==> config.mk <==
export PLATFORM = sky130hd
export DESIGN_NAME = udp_tx_port_arbiter
export DESIGN_NICKNAME = d
export VERILOG_FILES = /design/src/rtl/udp_arb_pkg.sv /design/src/rtl/rr_arbiter.sv /design/src/rtl/udp_tx_port_arbiter.sv
export SDC_FILE = /design/constraint.sdc
export NUM_CORES = 1
export LEC_CHECK = 0
export CORE_AREA = 2 2 214 216
export CTS_BUF_LIST = sky130_fd_sc_hd__clkbuf_8
export DETAILED_ROUTE_END_ITERATION = 7
export DIE_AREA = 0 0 216 218
export GPL_TIMING_DRIVEN = 1
export PLACE_DENSITY = 0.53
export SYNTH_ARGS = -nofsm -noshare
export SYNTH_HDL_FRONTEND = slang
export SYNTH_SLANG_ARGS = --single-unit
==> constraint.sdc <==
create_clock -name clk -period 5.5 [get_ports clk]
set_input_delay 1.375 -clock clk [delete_from_list [all_inputs] [get_ports clk]]
set_output_delay 1.375 -clock clk [all_outputs]
set_load 0.02 [all_outputs]
==> src/rtl/udp_arb_pkg.sv <==
// udp_arb_pkg
//   Shared definitions for the UDP TX port arbiter: the layout of the 96-bit
//   status word, the arbiter FSM state encoding and the default size limit.
//   Status word layout: [95:48] dest MAC, [47:16] dest IP, [15:0] payload length.
package udp_arb_pkg;

  localparam int unsigned STATUS_W = 96;

  localparam int unsigned MAC_MSB = 95;
  localparam int unsigned MAC_LSB = 48;
  localparam int unsigned IP_MSB  = 47;
  localparam int unsigned IP_LSB  = 16;
  localparam int unsigned LEN_MSB = 15;
  localparam int unsigned LEN_LSB = 0;

  // Largest payload forwarded; anything longer is drained and dropped.
  localparam int unsigned DEFAULT_MAX_LEN = 1472;

  typedef enum logic [1:0] {
    IDLE,
    COPY,
    DRAIN,
    STATUS
  } arb_state_t;

  function automatic logic [47:0] status_mac(input logic [STATUS_W-1:0] s);
    return s[MAC_MSB:MAC_LSB];
  endfunction

  function automatic logic [31:0] status_ip(input logic [STATUS_W-1:0] s);
    return s[IP_MSB:IP_LSB];
  endfunction

  function automatic logic [15:0] status_len(input logic [STATUS_W-1:0] s);
    return s[LEN_MSB:LEN_LSB];
  endfunction

endpackage

==> src/rtl/rr_arbiter.sv <==
// rr_arbiter
//   Combinational round-robin picker. Returns the first requesting channel at
//   or after rr_ptr, searching in wrap-around order.
// Ports:
//   req     in   N_PORTS     request vector
//   rr_ptr  in   log2(N)     channel with highest priority this pick
//   gnt     out  N_PORTS     one-hot winner (0 when no request)
//   idx     out  log2(N)     binary index of the winner
//   any     out  1           at least one request present
module rr_arbiter #(
  parameter int unsigned N_PORTS = 4
) (
  input  logic [N_PORTS-1:0]         req,
  input  logic [$clog2(N_PORTS)-1:0] rr_ptr,
  output logic [N_PORTS-1:0]         gnt,
  output logic [$clog2(N_PORTS)-1:0] idx,
  output logic                       any
);

  localparam int unsigned IW = $clog2(N_PORTS);

  always_comb begin
    logic [IW:0]   cand;
    logic [IW-1:0] cidx;
    gnt  = '0;
    idx  = '0;
    any  = 1'b0;
    cand = '0;
    cidx = '0;
    for (int unsigned i = 0; i < N_PORTS; i++) begin
      // Explicit wrap so non-power-of-two channel counts work.
      cand = {1'b0, rr_ptr} + (IW+1)'(i);
      if (cand >= (IW+1)'(N_PORTS)) begin
        cand = cand - (IW+1)'(N_PORTS);
      end
      cidx = cand[IW-1:0];
      if (!any && req[cidx]) begin
        any       = 1'b1;
        idx       = cidx;
        gnt[cidx] = 1'b1;
      end
    end
  end

endmodule

==> src/rtl/udp_tx_port_arbiter.sv <==
// udp_tx_port_arbiter
//   Merges N_PORTS show-ahead per-port TX FIFO pairs (byte data + 96-bit
//   status) into the single UDP core TX FIFO pair. Whole packets are moved,
//   channels are served round-robin, payloads longer than MAX_LEN are drained
//   from their channel and dropped. Data path is combinational (no register
//   between the channel mux and tx_fifo_data).
// Optional feature: define UDP_ARB_STATS_EN to add pkt_count, one wrapping
//   32-bit counter per channel of status words written (drops not counted).
// Ports:
//   clk, reset_n                 clock, async active-low reset
//   ch_status / ch_status_empty  per-channel head status word / empty flag
//   ch_status_read               one-hot status pop
//   ch_data / ch_data_empty      per-channel head data byte / empty flag
//   ch_data_read                 one-hot data pop
//   tx_fifo_data(_write/_full)   byte write port of the UDP core FIFO
//   tx_fifo_status(_write/_full) status write port of the UDP core FIFO
//   pkt_count                    per-channel packet counters (UDP_ARB_STATS_EN)
//   grant                        one-hot owner of the output, 0 when idle
//   drop_pulse                   one cycle when an oversized packet is drained
module udp_tx_port_arbiter
  import udp_arb_pkg::*;
#(
  parameter int unsigned N_PORTS = 4,
  parameter int unsigned MAX_LEN = DEFAULT_MAX_LEN
) (
  input  logic                           clk,
  input  logic                           reset_n,
  input  logic [N_PORTS*STATUS_W-1:0]    ch_status,
  input  logic [N_PORTS-1:0]             ch_status_empty,
  output logic [N_PORTS-1:0]             ch_status_read,
  input  logic [N_PORTS*8-1:0]           ch_data,
  input  logic [N_PORTS-1:0]             ch_data_empty,
  output logic [N_PORTS-1:0]             ch_data_read,
  output logic [7:0]                     tx_fifo_data,
  output logic                           tx_fifo_data_write,
  input  logic                           tx_fifo_data_full,
  output logic [STATUS_W-1:0]            tx_fifo_status,
  output logic                           tx_fifo_status_write,
  input  logic                           tx_fifo_status_full,
`ifdef UDP_ARB_STATS_EN
  output logic [N_PORTS*32-1:0]          pkt_count,
`endif
  output logic [N_PORTS-1:0]             grant,
  output logic                           drop_pulse
);

  localparam int unsigned IW = $clog2(N_PORTS);
  localparam logic [15:0] MAX_LEN16 = 16'(MAX_LEN);

  arb_state_t state_q, state_d;

  logic [IW-1:0]       sel_q;
  logic [IW-1:0]       rr_ptr;
  logic [15:0]         len_q;
  logic [15:0]         cnt_q;
  logic [STATUS_W-1:0] status_q;

  logic [STATUS_W-1:0] st_arr [N_PORTS];
  logic [7:0]          dt_arr [N_PORTS];

  logic [N_PORTS-1:0]  pick_gnt;
  logic [IW-1:0]       pick_idx;
  logic                pick_any;
  logic [STATUS_W-1:0] in_status;
  logic [15:0]         in_len;

  logic accept;
  logic advance;
  logic last;
  logic release_ch;

  for (genvar k = 0; k < N_PORTS; k++) begin : g_unpack
    assign st_arr[k] = ch_status[k*STATUS_W +: STATUS_W];
    assign dt_arr[k] = ch_data[k*8 +: 8];
  end

  rr_arbiter #(
    .N_PORTS(N_PORTS)
  ) u_rr (
    .req    (~ch_status_empty),
    .rr_ptr (rr_ptr),
    .gnt    (pick_gnt),
    .idx    (pick_idx),
    .any    (pick_any)
  );

  assign in_status      = st_arr[pick_idx];
  assign in_len         = status_len(in_status);
  assign last           = (cnt_q == len_q - 16'd1);
  assign tx_fifo_status = status_q;
  // Gated so the data bus reads 0 outside COPY, including during reset.
  assign tx_fifo_data   = (state_q == COPY) ? dt_arr[sel_q] : '0;
  assign release_ch     = tx_fifo_status_write | drop_pulse;

  always_comb begin
    state_d              = state_q;
    ch_status_read       = '0;
    ch_data_read         = '0;
    tx_fifo_data_write   = 1'b0;
    tx_fifo_status_write = 1'b0;
    drop_pulse           = 1'b0;
    accept               = 1'b0;
    advance              = 1'b0;
    case (state_q)
      IDLE: begin
        // reset_n gate keeps the status pop quiet while reset is held.
        if (reset_n && pick_any && !tx_fifo_status_full) begin
          accept         = 1'b1;
          ch_status_read = pick_gnt;
          if (in_len == 16'd0) begin
            state_d = STATUS;
          end else if (in_len > MAX_LEN16) begin
            state_d = DRAIN;
          end else begin
            state_d = COPY;
          end
        end
      end
      COPY: begin
        if (!ch_data_empty[sel_q] && !tx_fifo_data_full) begin
          advance             = 1'b1;
          ch_data_read[sel_q] = 1'b1;
          tx_fifo_data_write  = 1'b1;
          if (last) begin
            state_d = STATUS;
          end
        end
      end
      DRAIN: begin
        if (!ch_data_empty[sel_q]) begin
          advance             = 1'b1;
          ch_data_read[sel_q] = 1'b1;
          if (last) begin
            drop_pulse = 1'b1;
            state_d    = IDLE;
          end
        end
      end
      STATUS: begin
        if (!tx_fifo_status_full) begin
          tx_fifo_status_write = 1'b1;
          state_d              = IDLE;
        end
      end
      default: state_d = IDLE;
    endcase
  end

  always_ff @(posedge clk or negedge reset_n) begin
    if (!reset_n) begin
      state_q  <= IDLE;
      sel_q    <= '0;
      rr_ptr   <= '0;
      len_q    <= '0;
      cnt_q    <= '0;
      status_q <= '0;
      grant    <= '0;
    end else begin
      state_q <= state_d;
      if (accept) begin
        sel_q    <= pick_idx;
        status_q <= in_status;
        len_q    <= in_len;
        cnt_q    <= '0;
        grant    <= pick_gnt;
      end else if (advance) begin
        cnt_q <= cnt_q + 16'd1;
      end
      if (release_ch) begin
        grant  <= '0;
        rr_ptr <= (sel_q == IW'(N_PORTS - 1)) ? '0 : sel_q + IW'(1);
      end
    end
  end

`ifdef UDP_ARB_STATS_EN
  always_ff @(posedge clk or negedge reset_n) begin
    if (!reset_n) begin
      pkt_count <= '0;
    end else if (tx_fifo_status_write) begin
      pkt_count[{sel_q, 5'b0} +: 32] <= pkt_count[{sel_q, 5'b0} +: 32] + 32'd1;
    end
  end
`endif

endmodule

==> out/metrics.cfg <==
[min_path]
hp-class = reg -> reg

[synth]
yosysTopAreaCell = dfrtp_1
ys.flop_type = dfrtp_1
synth.avg_cell_area_sq_um = 6.660
async_flop_share = 1.000
synth_area_leaders = dfrtp_1, nor2_1, nand2_1
ys_seq_elements = 122
netlist_area_sq_um = 9184
yosys_warnings = 0
syn_nets = 1822
yosysUniqueCellTypes = 59
synth_top_area_frac = 0.3324
yosysSeqAreaShare = 0.3324
syn_inst = 1379
synth_edf_count = 0

[final_layout]
nets = 2306
drive_above_1_share = 0.03945
area_growth_syn_to_layout_pct = 69.78
final_common_cell = clkdlybuf4s50_1
fillers = 4846
layout_common_cells = clkdlybuf4s50_1, nor2_1, nand2_1

[global_route]
grt-ovfl-total = 0
antenna_found_initial = 11
first_global_vias = 10810
grt.total_usage = 0.1759
grt_pass1_wl_mm = 63.54
grt_max_degree = 182

[clock_network]
cts_made_buffers = 17
clockBufferDepth = 2
cts_tree = built
cts.sinks = 122
insertion_delay_ns = 0.49
htreeDepth = 4
clk_pin_slew_ns = 0.08
root_buffer = clkbuf_8

[critical_path]
path_class = in -> out
reg2reg_slack_ns = 1.68
cp.required_ns = 4.12
cp_max_fo = 6
critPathLaunchType = input port
critPathCaptureType = output pin
arrival_ns = 3.78

[power]
switching_power_mw = 3.887
powerDensity_nw_per_um2 = 486.8
total_power_mw = 7.591
clock_power_share = 0.106
switching_share = 0.5120
combPwrFrac = 0.683
seqPwrFrac = 0.212
intPower_mw = 3.704
power_leakage_nw = 6.395
ir_drop_mv = 0.4799

[detailed_routing]
firstDrtPassIters = 5
route.vias.total = 11070
drc_errors = 0
wire_per_inst_um = 17.28
drt_iter0_drc = 570
via_per_inst = 4.465
drt-total-wl_mm = 42.83
ant_nets = 0

[die]
core_area_sq_um = 44890
io_pins = 547
die_area_sq_um = 47090
std_cell_rows = 78
start_util = 0.2046
fp.dieW_um = 216
die_y_um = 218

[outcome]
outcome = finished, final reports clean

[sta]
finalSetupViolations = 0
tightest_slew_ns = 0.8105
tns_ns = 0
slew_headroom = 0.4591
period_needed_ns = 5.152
finalHoldViolCount = 0
slew_viol_final = 0
rsz0062_at_grt = false
skew_ns = 0.01745
fmax_mhz = 194.1
fin_crit_sh = 0.9368

[flow_run]
maxCapViolCount = 0

[placed_design]
routabilityCongestion = 0.9047
dp_hpwl_mm = 33.60
io_buffers = 546

==> flip-flops by register name, summed over array words and instances (netlist names) <==
name	count
rr_ptr	2
len_q	15
cnt_q	16
state_q	2
tx_fifo_status	81
grant	4
sel_q	2
==> metrics by stage <==
stage	setup slack [ns]	cell area, sq um	cells	hold slack (ns)	utilization
6_report	0.3477	15590	2478	0.4805	0.3473
5_1_grt	0.1579	15590	2477	0.5027	0.3473
4_1_cts	0.05268	15580	2476	0.4873	0.3472
3_5_place_dp	0.05576	15210	2444	0.4690	0.3389
3_3_place_gp	0.06927	15210	2444	0.4632	0.3389
2_1_floorplan	1.115	9184	1379	0.5221	-
==> path summary, 6_finish.rpt <==
check / from / cells past startpoint / to
worst max-delay path: ch_status_empty[1] / 11 / ch_status_read[1]
worst min-delay path: tx_fifo_status[21] / 2 / tx_fifo_status[21]
worst max register to register: rr_ptr[0] / 11 / state_q[0]
worst min register to register: tx_fifo_status[21] / 2 / tx_fifo_status[21]
max in group asynchronous: reset_n / 3 / cnt_q[0]
min in group asynchronous: reset_n / 1 / len_q[8]
==> per-layer routing <==
metal	routed length (um)	track usage	up-vias
met4	657	0.04658	14
met1	17330	0.2008	5013
met2	21360	0.3159	407
met3	3401	0.05593	50
li1	-	-	5581
met5	83	0	-
==> worst max-delay path, stage by stage <==
cell             delay, ns
clkdlybuf4s50_1       0.56
nor2_1                0.07
nand2_1               0.08
o21ai_0               0.08
a32o_1                0.27
nand2_1               0.07
o41ai_1               0.07
buf_4                 0.15
a221oi_1              0.41
nor2_1                0.09
clkdlybuf4s50_1       0.56
==> what timing repair did <==
action / in CTS / in global routing
buffers inserted: 0 / 0
setup endpoints to repair: 0 / 1
hold buffers: 0 / 0
resized for setup: 0 / 1
==> cells by family (layout without fill, tap and decap cells) <==
group,after synthesis,count (layout),share of synthesized area
compound gates,263,263,0.1613
xor+xnor,25,25,0.02384
fa+ha+maj,15,15,0.02044
buf+inv,119,616,0.05068
flops,122,122,0.3324
mux,25,25,0.04373
other cells,0,2,0
simple gates,810,810,0.3676
==> cell type report <==
cell class | instances | area, sq um | share of cell area
timing repair buffer | 566 | 5657 | 0.3628
clock inverter | 14 | 123.9 | 0.007944
clock buffer | 18 | 247.7 | 0.01589
antenna | 2 | 5.005 | 0.0003210
multi-input combinational | 1138 | 5688 | 0.3648
tap | 600 | 750.7 | 0.04815
inverter | 18 | 67.56 | 0.004333
sequential | 122 | 3053 | 0.1958
==> Yosys cell counts, types with 6 or more instances <==
| library cell | n |
|---|---|
| nor2_1 | 325 |
| nand2_1 | 309 |
| o21ai_0 | 199 |
| dfrtp_1 | 122 |
| nand3_1 | 102 |
| clkbuf_1 | 91 |
| inv_1 | 18 |
| and2_1 | 16 |
| ha_1 | 15 |
| nor3_1 | 14 |
| xor2_1 | 13 |
| xnor2_1 | 12 |
| a21oi_1 | 11 |
| mux4_2 | 10 |
| mux2i_1 | 9 |
| a211oi_1 | 8 |
| nor4_1 | 7 |
| or3_1 | 6 |
| or4_1 | 6 |
==> power by group through the flow <==
stage	clock network, mW	logic, mW	registers, mW
floorplan	0	2.73	1.98
global placement	0	5.23	1.61
detailed placement	0	5.25	1.63
CTS	0.849	5.26	1.61
global route	0.883	5.74	1.67
finish	0.802	5.18	1.61
No activity file was read; power rests on OpenSTA's default activity.
